--- config.mk ---
export PLATFORM = sky130hd
export DESIGN_NAME = fmac_sched
export DESIGN_NICKNAME = d
export VERILOG_FILES = /design/src/rtl/fmac_sched_pkg.sv /design/src/rtl/fmac_sched_step.sv /design/src/rtl/fmac_sched.sv
export SDC_FILE = /design/constraint.sdc
export NUM_CORES = 1
export LEC_CHECK = 0
export ABC_CLOCK_PERIOD_IN_PS = 11450
export BUFFER_PORTS_ARGS = -buffer_cell sky130_fd_sc_hd__clkbuf_2
export CAP_MARGIN = 40
export CORE_MARGIN = 5
export CORE_UTILIZATION = 60
export DETAILED_ROUTE_END_ITERATION = 8
export PLACE_DENSITY = 0.86
export SYNTH_ARGS = -nofsm -noshare
export SYNTH_HDL_FRONTEND = slang
export SYNTH_SLANG_ARGS = --single-unit
--- constraint.sdc ---
create_clock -name clk_i -period 11.45 [get_ports clk_i]
set_input_delay 1.145 -clock clk_i [delete_from_list [all_inputs] [get_ports clk_i]]
set_output_delay 1.145 -clock clk_i [all_outputs]
set_load 0.01 [all_outputs]
--- src/rtl/fmac_sched_pkg.sv ---
// Shared definitions for the fmac_sched job scheduler.
//   DATA_W : operand width of one MAC input
//   ACC_W  : accumulator / threshold / result width
//   ID_W   : width of a requester index (up to 8 requesters)
//   state_e: scheduler states IDLE / RUN / DONE
package fmac_sched_pkg;

    localparam int DATA_W = 8;
    localparam int ACC_W  = 16;
    localparam int ID_W   = 3;

    typedef enum logic [1:0] {
        ST_IDLE = 2'd0,
        ST_RUN  = 2'd1,
        ST_DONE = 2'd2
    } state_e;

endpackage

--- src/rtl/fmac_sched_step.sv ---
// fmac_step: one combinational multiply-accumulate step with clamp rule.
// Ports:
//   acc_i      current accumulator
//   x_i, y_i   unsigned operand pair
//   thr_i      unsigned threshold
//   next_acc_o accumulator after this step (0 when clamped)
//   clamp_o    high when the 17-bit sum overflowed or fell below threshold
module fmac_step
    import fmac_sched_pkg::*;
(
    input  logic [ACC_W-1:0]  acc_i,
    input  logic [DATA_W-1:0] x_i,
    input  logic [DATA_W-1:0] y_i,
    input  logic [ACC_W-1:0]  thr_i,
    output logic [ACC_W-1:0]  next_acc_o,
    output logic              clamp_o
);

    logic [ACC_W-1:0] prod;
    logic [ACC_W:0]   sum;

    assign prod = ACC_W'(x_i) * ACC_W'(y_i);
    assign sum  = {1'b0, acc_i} + {1'b0, prod};

    // Bit ACC_W of the sum is the overflow out of the 16-bit accumulator.
    assign clamp_o    = sum[ACC_W] | (sum[ACC_W-1:0] < thr_i);
    assign next_acc_o = clamp_o ? '0 : sum[ACC_W-1:0];

endmodule

--- src/rtl/fmac_sched.sv ---
// fmac_sched: round-robin job scheduler sharing one 8x8 MAC step between
// NREQ requesters. A granted job streams len operand pairs through the MAC,
// then presents the final accumulator on a valid/ready result port.
// Ports:
//   clk_i, rst_ni      clock, asynchronous active-low reset
//   req_i              job request per requester
//   job_len_i          per-requester element count (slice i = requester i)
//   job_thr_i          per-requester 16-bit unsigned threshold
//   gnt_o              one-hot grant, held for the whole job
//   op_valid_i         per-requester operand valid
//   op_x_i, op_y_i     per-requester 8-bit operands
//   op_ready_o         one-hot operand ready, granted requester in RUN only
//   res_valid_o        result available
//   res_data_o         final accumulator
//   res_id_o           requester owning the result
//   res_clamps_o       clamp events during the job
//   res_ready_i        consumer accepts result
//   busy_o             scheduler not idle
// Configuration macro FMAC_SCHED_CLAMP_CNT_EN: when defined the clamp event
// counter is built and drives res_clamps_o; otherwise res_clamps_o is 0.
module fmac_sched
    import fmac_sched_pkg::*;
#(
    parameter int NREQ  = 2,
    parameter int LEN_W = 8
) (
    input  logic                    clk_i,
    input  logic                    rst_ni,
    input  logic [NREQ-1:0]         req_i,
    input  logic [NREQ*LEN_W-1:0]   job_len_i,
    input  logic [NREQ*ACC_W-1:0]   job_thr_i,
    output logic [NREQ-1:0]         gnt_o,
    input  logic [NREQ-1:0]         op_valid_i,
    input  logic [NREQ*DATA_W-1:0]  op_x_i,
    input  logic [NREQ*DATA_W-1:0]  op_y_i,
    output logic [NREQ-1:0]         op_ready_o,
    output logic                    res_valid_o,
    output logic [ACC_W-1:0]        res_data_o,
    output logic [ID_W-1:0]         res_id_o,
    output logic [LEN_W-1:0]        res_clamps_o,
    input  logic                    res_ready_i,
    output logic                    busy_o
);

    state_e             state_q, state_d;
    logic [ID_W-1:0]    id_q, id_d;
    logic [ID_W-1:0]    rr_q, rr_d;
    logic [LEN_W-1:0]   len_q, len_d;
    logic [LEN_W-1:0]   cnt_q, cnt_d;
    logic [ACC_W-1:0]   thr_q, thr_d;
    logic [ACC_W-1:0]   acc_q, acc_d;
    logic [NREQ-1:0]    gnt_q, gnt_d;
    logic [NREQ-1:0]    rdy_q, rdy_d;
    logic               vld_q, vld_d;
    logic               busy_q, busy_d;

    logic               sel_vld;
    logic [DATA_W-1:0]  sel_x, sel_y;
    logic               pick_vld;
    logic [ID_W-1:0]    pick_id;
    logic [LEN_W-1:0]   pick_len;
    logic [ACC_W-1:0]   pick_thr;
    logic [ACC_W-1:0]   step_acc;
    logic               step_clamp;

`ifdef FMAC_SCHED_CLAMP_CNT_EN
    logic [LEN_W-1:0]   clamps_q, clamps_d;

    function automatic logic [LEN_W-1:0] sat_inc(input logic [LEN_W-1:0] v);
        return (&v) ? v : v + LEN_W'(1);
    endfunction
`else
    logic               unused_clamp;
    assign unused_clamp = step_clamp;
`endif

    function automatic logic [NREQ-1:0] onehot(input logic [ID_W-1:0] idx);
        logic [NREQ-1:0] v;
        v = '0;
        for (int i = 0; i < NREQ; i++) begin
            if (idx == ID_W'(i)) v[i] = 1'b1;
        end
        return v;
    endfunction

    // Operand mux for the granted requester.
    always_comb begin
        sel_vld = 1'b0;
        sel_x   = '0;
        sel_y   = '0;
        for (int i = 0; i < NREQ; i++) begin
            if (id_q == ID_W'(i)) begin
                sel_vld = op_valid_i[i];
                sel_x   = op_x_i[i*DATA_W +: DATA_W];
                sel_y   = op_y_i[i*DATA_W +: DATA_W];
            end
        end
    end

    // Round-robin pick: scan slots rr_q, rr_q+1, ... (wrapping), first
    // requesting slot wins.
    always_comb begin
        int slot;
        slot     = 0;
        pick_vld = 1'b0;
        pick_id  = '0;
        pick_len = '0;
        pick_thr = '0;
        for (int k = 0; k < NREQ; k++) begin
            slot = int'(rr_q) + k;
            if (slot >= NREQ) slot = slot - NREQ;
            for (int j = 0; j < NREQ; j++) begin
                if (!pick_vld && slot == j && req_i[j]) begin
                    pick_vld = 1'b1;
                    pick_id  = ID_W'(j);
                    pick_len = job_len_i[j*LEN_W +: LEN_W];
                    pick_thr = job_thr_i[j*ACC_W +: ACC_W];
                end
            end
        end
    end

    fmac_step u_step (
        .acc_i      (acc_q),
        .x_i        (sel_x),
        .y_i        (sel_y),
        .thr_i      (thr_q),
        .next_acc_o (step_acc),
        .clamp_o    (step_clamp)
    );

    always_comb begin
        state_d = state_q;
        id_d    = id_q;
        rr_d    = rr_q;
        len_d   = len_q;
        cnt_d   = cnt_q;
        thr_d   = thr_q;
        acc_d   = acc_q;
        gnt_d   = gnt_q;
        rdy_d   = rdy_q;
`ifdef FMAC_SCHED_CLAMP_CNT_EN
        clamps_d = clamps_q;
`endif
        unique case (state_q)
            ST_IDLE: begin
                if (pick_vld) begin
                    id_d  = pick_id;
                    len_d = pick_len;
                    thr_d = pick_thr;
                    acc_d = '0;
                    cnt_d = '0;
`ifdef FMAC_SCHED_CLAMP_CNT_EN
                    clamps_d = '0;
`endif
                    gnt_d = onehot(pick_id);
                    // Empty jobs skip RUN so op_ready is never raised.
                    if (pick_len == '0) begin
                        state_d = ST_DONE;
                    end else begin
                        state_d = ST_RUN;
                        rdy_d   = onehot(pick_id);
                    end
                end
            end
            ST_RUN: begin
                if (sel_vld) begin
                    acc_d = step_acc;
`ifdef FMAC_SCHED_CLAMP_CNT_EN
                    if (step_clamp) clamps_d = sat_inc(clamps_q);
`endif
                    cnt_d = cnt_q + LEN_W'(1);
                    if (cnt_q == len_q - LEN_W'(1)) begin
                        state_d = ST_DONE;
                        rdy_d   = '0;
                    end
                end
            end
            ST_DONE: begin
                if (res_ready_i) begin
                    rr_d    = (id_q == ID_W'(NREQ - 1)) ? '0 : id_q + ID_W'(1);
                    gnt_d   = '0;
                    state_d = ST_IDLE;
                end
            end
            default: begin
                state_d = ST_IDLE;
                gnt_d   = '0;
                rdy_d   = '0;
            end
        endcase
        // Status outputs are registered copies of the next state.
        vld_d  = (state_d == ST_DONE);
        busy_d = (state_d != ST_IDLE);
    end

    always_ff @(posedge clk_i or negedge rst_ni) begin
        if (!rst_ni) begin
            state_q <= ST_IDLE;
            id_q    <= '0;
            rr_q    <= '0;
            len_q   <= '0;
            cnt_q   <= '0;
            thr_q   <= '0;
            acc_q   <= '0;
            gnt_q   <= '0;
            rdy_q   <= '0;
            vld_q   <= 1'b0;
            busy_q  <= 1'b0;
`ifdef FMAC_SCHED_CLAMP_CNT_EN
            clamps_q <= '0;
`endif
        end else begin
            state_q <= state_d;
            id_q    <= id_d;
            rr_q    <= rr_d;
            len_q   <= len_d;
            cnt_q   <= cnt_d;
            thr_q   <= thr_d;
            acc_q   <= acc_d;
            gnt_q   <= gnt_d;
            rdy_q   <= rdy_d;
            vld_q   <= vld_d;
            busy_q  <= busy_d;
`ifdef FMAC_SCHED_CLAMP_CNT_EN
            clamps_q <= clamps_d;
`endif
        end
    end

    assign gnt_o       = gnt_q;
    assign op_ready_o  = rdy_q;
    assign res_valid_o = vld_q;
    assign res_data_o  = acc_q;
    assign res_id_o    = id_q;
    assign busy_o      = busy_q;
`ifdef FMAC_SCHED_CLAMP_CNT_EN
    assign res_clamps_o = clamps_q;
`else
    assign res_clamps_o = '0;
`endif

endmodule

### Word level (Yosys, flattened, before mapping)

Cells that the tools add are included.

| operators by class | value |
|---|---|
| add/sub/neg operators | 7 |
| $mul | 1 |
| divide/modulo/power cells | 0 |
| magnitude comparators | 3 |
| eq/ne operators | 13 |
| shift operators | 0 |
| muxes and demuxes | 47 |
| bitwise operators | 3 |
| reductions and logical operators | 23 |

Operator list:

| operator | number |
|---|---|
| $mux 16 | 7 |
| $mux 8 | 10 |
| $eq 32x2->1 const B | 2 |
| $logic_not 32->1 | 2 |
| $mux 32 | 2 |
| $pmux 16 s2 | 1 |
| $mux 2 | 11 |
| $pmux 2 s3 | 3 |
| $add 16x16->17 | 1 |
| $lt 16x16->1 | 1 |
| $mul 8x8->16 | 1 |
| $pmux 8 s2 | 1 |
| $ne 2x2->1 const B | 5 |
| $mux 1 | 9 |
| $mux 3 | 3 |
| $add 8x1->8 const B | 1 |
| $eq 8x8->1 | 1 |
| $logic_not 8->1 | 1 |
| $sub 8x1->8 const B | 1 |
| $logic_and 1x1->1 | 7 |
| $eq 3x1->1 const B | 2 |
| $logic_not 3->1 | 2 |
| $reduce_and 3->1 | 2 |
| $reduce_and 5->1 | 1 |
| 14 further kinds | 20 |

| word-level totals | value |
|---|---|
| bits in registers | 62 |
| latch bits | 0 |
| memory bits (writable) | 0 |
| memory bits (read-only) | 0 |
| input bits | 87 |
| output and inout bits | 33 |
| word-level logic and storage cells | 108 |
| memories | 0 |

### Longest topological paths before layout

| depth | value |
|---|---|
| word-level depth | 22 |
| depth in mapped cells | 28 |
| depth with buffers taken out | 24 |

### Modules after synthesis

Synthesis repeated with hierarchy kept, for this count alone.

| second synthesis, totals | value |
|---|---|
| cell total of the unflattened synthesis | 718 |
| area, all modules | 6,258.5 µm² |

By module, submodules not included:

| module | instances | cells each | area each (µm²) | sequential area each (µm²) |
|---|---|---|---|---|
| fmac_step | 1 | 393 | 3,153.0 | 0.0 |
| fmac_sched | 1 | 325 | 3,105.5 | 1,451.4 |

### Worst setup path after synthesis

No wires, ideal clock.

| timing path | value |
|---|---|
| kind | in2reg |
| from | input op_x_i[9] |
| to | register acc_q[5] (netlist: res_data_o[5]) |
| library setup time | 0.132 ns |
| arrival | 6.482 ns |
| required time | 11.318 ns |
| setup slack | 4.836 ns |
| stages on the path | 24 |
| cells stage by stage | mux2i_1 > or2_2 > fa_1 > fa_1 > inv_1 > fa_1 > inv_1 > fa_1 > inv_1 > ha_1 > o211ai_1 > o21ai_1 > or3_2 > a21oi_1 > xor2_1 > inv_1 > ha_1 > nand2_1 > o21ai_0 > a221oi_1 > nor2_1 > a21oi_2 > buf_6 > o31ai_4 |

| between the ends | value |
|---|---|
| word-level cells in the longest chain between the ends | 8 |

RTL lines:

| element | RTL line | RTL |
|---|---|---|
| start: declaration | fmac_sched.sv:34 | `input logic [NREQ*DATA_W-1:0] op_x_i,` |
| $mux 8 * | fmac_sched.sv:92 | `if (id_q == ID_W'(i)) begin` |
| $mul 8x8->16 * | fmac_sched_step.sv:22 | `assign prod = ACC_W'(x_i) * ACC_W'(y_i);` |
| $add 16x16->17 * | fmac_sched_step.sv:23 | `assign sum = {1'b0, acc_i} + {1'b0, prod};` |
| $lt 16x16->1 | fmac_sched_step.sv:26 | `assign clamp_o = sum[ACC_W] \| (sum[ACC_W-1:0] < thr_i);` |
| $or 1x1->1 | fmac_sched_step.sv:26 |  |
| $mux 16 * | fmac_sched_step.sv:27 | `assign next_acc_o = clamp_o ? '0 : sum[ACC_W-1:0];` |
| $mux 16 * | fmac_sched.sv:167 | `if (sel_vld) begin` |
| $pmux 16 s2 * | fmac_sched.sv:145 | `unique case (state_q)` |
| end signal: assignment | fmac_sched.sv:205 | `acc_q <= '0;` |
| end signal: assignment | fmac_sched.sv:220 | `acc_q <= acc_d;` |
| end: declaration | fmac_sched.sv:51 | `logic [ACC_W-1:0] acc_q, acc_d;` |

Mark *: on every way between the ends. The rest lies on a longest branch, timed or not. The select of a mux whose other input is x is not followed.
A chain may end at the register's enable or synchronous reset.

### Final worst setup path

| timing path | value |
|---|---|
| from | input op_x_i[10] |
| to | register acc_q[2] (netlist: res_data_o[2]) |

The elaborated chain is that of the path after synthesis.

==> impl_metrics.tcl <==
set metrics [dict create \
    yosysWarnings 0 \
    drcViolationCount 0 \
    top_layer_used "met4" \
    grt_usage 0.249 \
    wl_met2_um 7040 \
    htree_levels 3 \
    die_area_um2 12400 \
    wl_um 14700 \
    ys_seq_area_frac 0.235 \
    first_pass_iters 5 \
    synth_edf_count 0 \
    nets 978 \
    port_buffers 109 \
    postRouteAntennaNets 0 \
    cap_violations 0 \
    core_area_um2 10200 \
    synth_top_area_share 0.235 \
    synth.most_common_cell "inv_1" \
    wl_per_cell_um 15.9 \
    ios 120 \
    pre_cts_ws_ns 4.26 \
    critPathKind "in -> reg" \
    synth_common_cells "inv_1 (151), dfrtp_1 (58), nand2_1 (58), nor2_1 (54), ha_1 (53)" \
    cts_resized 0 \
    ys_types 69 \
    finalSetupTns_ns 0 \
    ctsLongestPathBuffers 2 \
    yosys_most_used_dff "dfrtp_1" \
    synth_cells 683 \
    grt_max_degree 59 \
    min_from "thr_q[14]" \
    finClkSkew_ns 0.00578 \
    setup_viol 0 \
    required_ns 11.66 \
    met1_length_um 6210 \
    area_growth_pct 13.3 \
    max_slew_margin 0.450 \
    fmax_mhz 145 \
    rows 37 \
    hold_viol_final 0 \
    r2r_cells 25 \
    crit_start "op_x_i[10]" \
    status "finished clean" \
    syn_area_um2 6170 \
    netlist_top_cells_area "dfrtp_1 (24%), fa_1 (17%), ha_1 (11%)" \
    rsz0062_at_grt "no" \
    fin_util 0.686 \
    cp-start-kind "primary input" \
    path_clk_slew_ns 0.06 \
    worstHoldPathType "reg -> reg" \
    hpwl_um 12200 \
    critical_path.max_fanout 14 \
    fin_crit_sh 0.602 \
    synth-async-reset-ratio 1.00 \
    gp_congestion 0.863 \
    tightestPinTransition_ns 0.825 \
    initial_core_util 0.605 \
    cp-end-kind "flop" \
    syn-mean-instance-area_um2 9.03 \
    drive_gt1_frac 0.215 \
    cts.sinks 58 \
    timing.rr.start "res_id_o[0]" \
    vias 5156 \
    die_y_um 111 \
    worstSkewPairLatency_ns 0.34 \
    cts_buffers 9 \
    slew_violations 0 \
    synth_top_area_cell "dfrtp_1" \
    overflow 0 \
    grt_pass1_vias 5573 \
    viasPerCell 5.57 \
    fin_crit_ns 6.89 \
    drt-initial-drc-count 376 \
    synth-seq-cells 58 \
    setup_slack_ns 4.56 \
    grt_pass1_wl_um 25700 \
    hold_depth 2 \
    die_x_um 111 \
    post_cts_buffers 0 \
    cts_root_buf "clkbuf_8" \
    antenna_found_initial 0 \
    cts_hold_buffers 0 \
    worstPathArrival_ns 7.10 \
    fillerInstances 796 \
    wl_met3_um 1070 \
    cts_tree "done" \
    diodes 0 \
]
## metrics by stage
step                      hold slack [ns]  instances  cell area (um^2)
after floorplan                     0.450        692              6200
final                               0.496        926              6980
after global routing                0.535        926              6980
after detailed placement            0.483        912              6790
after global placement              0.474        909              6760
after CTS                           0.497        926              6980
## cell families (layout without fill, tap and decap cells)
kind of cell | count (synthesis) | count (layout) | synth area share
buffers and inverters | 181 | 279 | 0.120
XOR/XNOR | 26 | 26 | 0.0382
flip-flops | 58 | 58 | 0.235
adder cells (fa/ha/maj) | 104 | 104 | 0.273
multiplexers | 25 | 25 | 0.0426
AND/OR/NAND/NOR | 172 | 172 | 0.137
other | 1 | 10 | 0.000608
AO/OA/AOI/OAI | 116 | 116 | 0.153
## critical path, stage by stage
cell and delay (ns):
clkbuf_2 0.08, mux2i_1 0.51, or2_2 0.23, fa_1 0.45, fa_1 0.54, inv_1 0.06, fa_1 0.56, inv_1 0.07
fa_1 0.53, inv_1 0.04, ha_1 0.33, o211ai_1 0.10, o21ai_1 0.14, or3_2 0.43, a21oi_1 0.18, xor2_1 0.25
inv_1 0.07, ha_1 0.27, nand2_1 0.07, o21ai_0 0.08, a221oi_1 0.30, nor2_1 0.08, a21oi_2 0.22, buf_8 0.21
o31ai_1 0.10
## state kept, by name (all words and copies together) (netlist names)
| name | count |
|---|---|
| rr_q | 1 |
| cnt_q | 8 |
| res_valid_o | 1 |
| state_q | 2 |
| gnt_o | 2 |
| busy_o | 1 |
| op_ready_o | 2 |
| len_q | 8 |
| res_data_o | 16 |
| res_id_o | 1 |
| thr_q | 16 |
## final cells by class
cell class,instances,area [um^2],share of cell area
Clock inverter,3,40.0,0.00573
Tap cell,136,170,0.0244
Timing Repair Buffer,114,598,0.0856
Multi-Input combinational cell,453,4010,0.574
Inverter,151,567,0.0812
Clock buffer,11,151,0.0217
Sequential cell,58,1450,0.208
## path summary, 6_finish.rpt
check | end | slack [ns]
min in group asynchronous | len_q[4] | 0.94
hold reg to reg | thr_q[14] | 0.50
setup / recovery | res_data_o[2] | 4.56
setup reg to reg | res_data_o[2] | 4.63
max in group asynchronous | res_data_o[10] | 10.03
hold / removal | thr_q[14] | 0.50
## routing by layer
| metal | global-route usage | vias to the layer above |
|---|---|---|
| li1 | - | 2441 |
| met1 | 0.322 | 2458 |
| met2 | 0.419 | 222 |
| met3 | 0.0473 | 35 |
| met4 | 0.0925 | 0 |
| met5 | 0 | - |
## cell usage in the layout, fill, tap and decap left out, drive strengths merged, types with 4 or more instances in the layout
| cell type | Yosys | routed |
|---|---|---|
| a211oi | 4 | 4 |
| a21o | 4 | 4 |
| a21oi | 20 | 20 |
| a221oi | 9 | 9 |
| a222oi | 16 | 16 |
| and2 | 5 | 5 |
| buf | 19 | 5 |
| clkbuf | 11 | 120 |
| conb | 1 | 10 |
| dfrtp | 58 | 58 |
| fa | 51 | 51 |
| ha | 53 | 53 |
| inv | 151 | 151 |
| mux2 | 10 | 10 |
| mux2i | 15 | 15 |
| nand2 | 58 | 58 |
| nand2b | 11 | 11 |
| nand3 | 8 | 8 |
| nand4 | 4 | 4 |
| nor2 | 55 | 55 |
| nor2b | 5 | 5 |
| nor4 | 5 | 5 |
| o21a | 4 | 4 |
| o21ai | 17 | 17 |
| o31ai | 16 | 16 |
| or2 | 7 | 7 |
| or3 | 6 | 6 |
| xnor2 | 13 | 13 |
| xor2 | 13 | 13 |
Power is not shown: default switching activity piles up to over one toggle a cycle in this logic, so the estimate is an artifact.
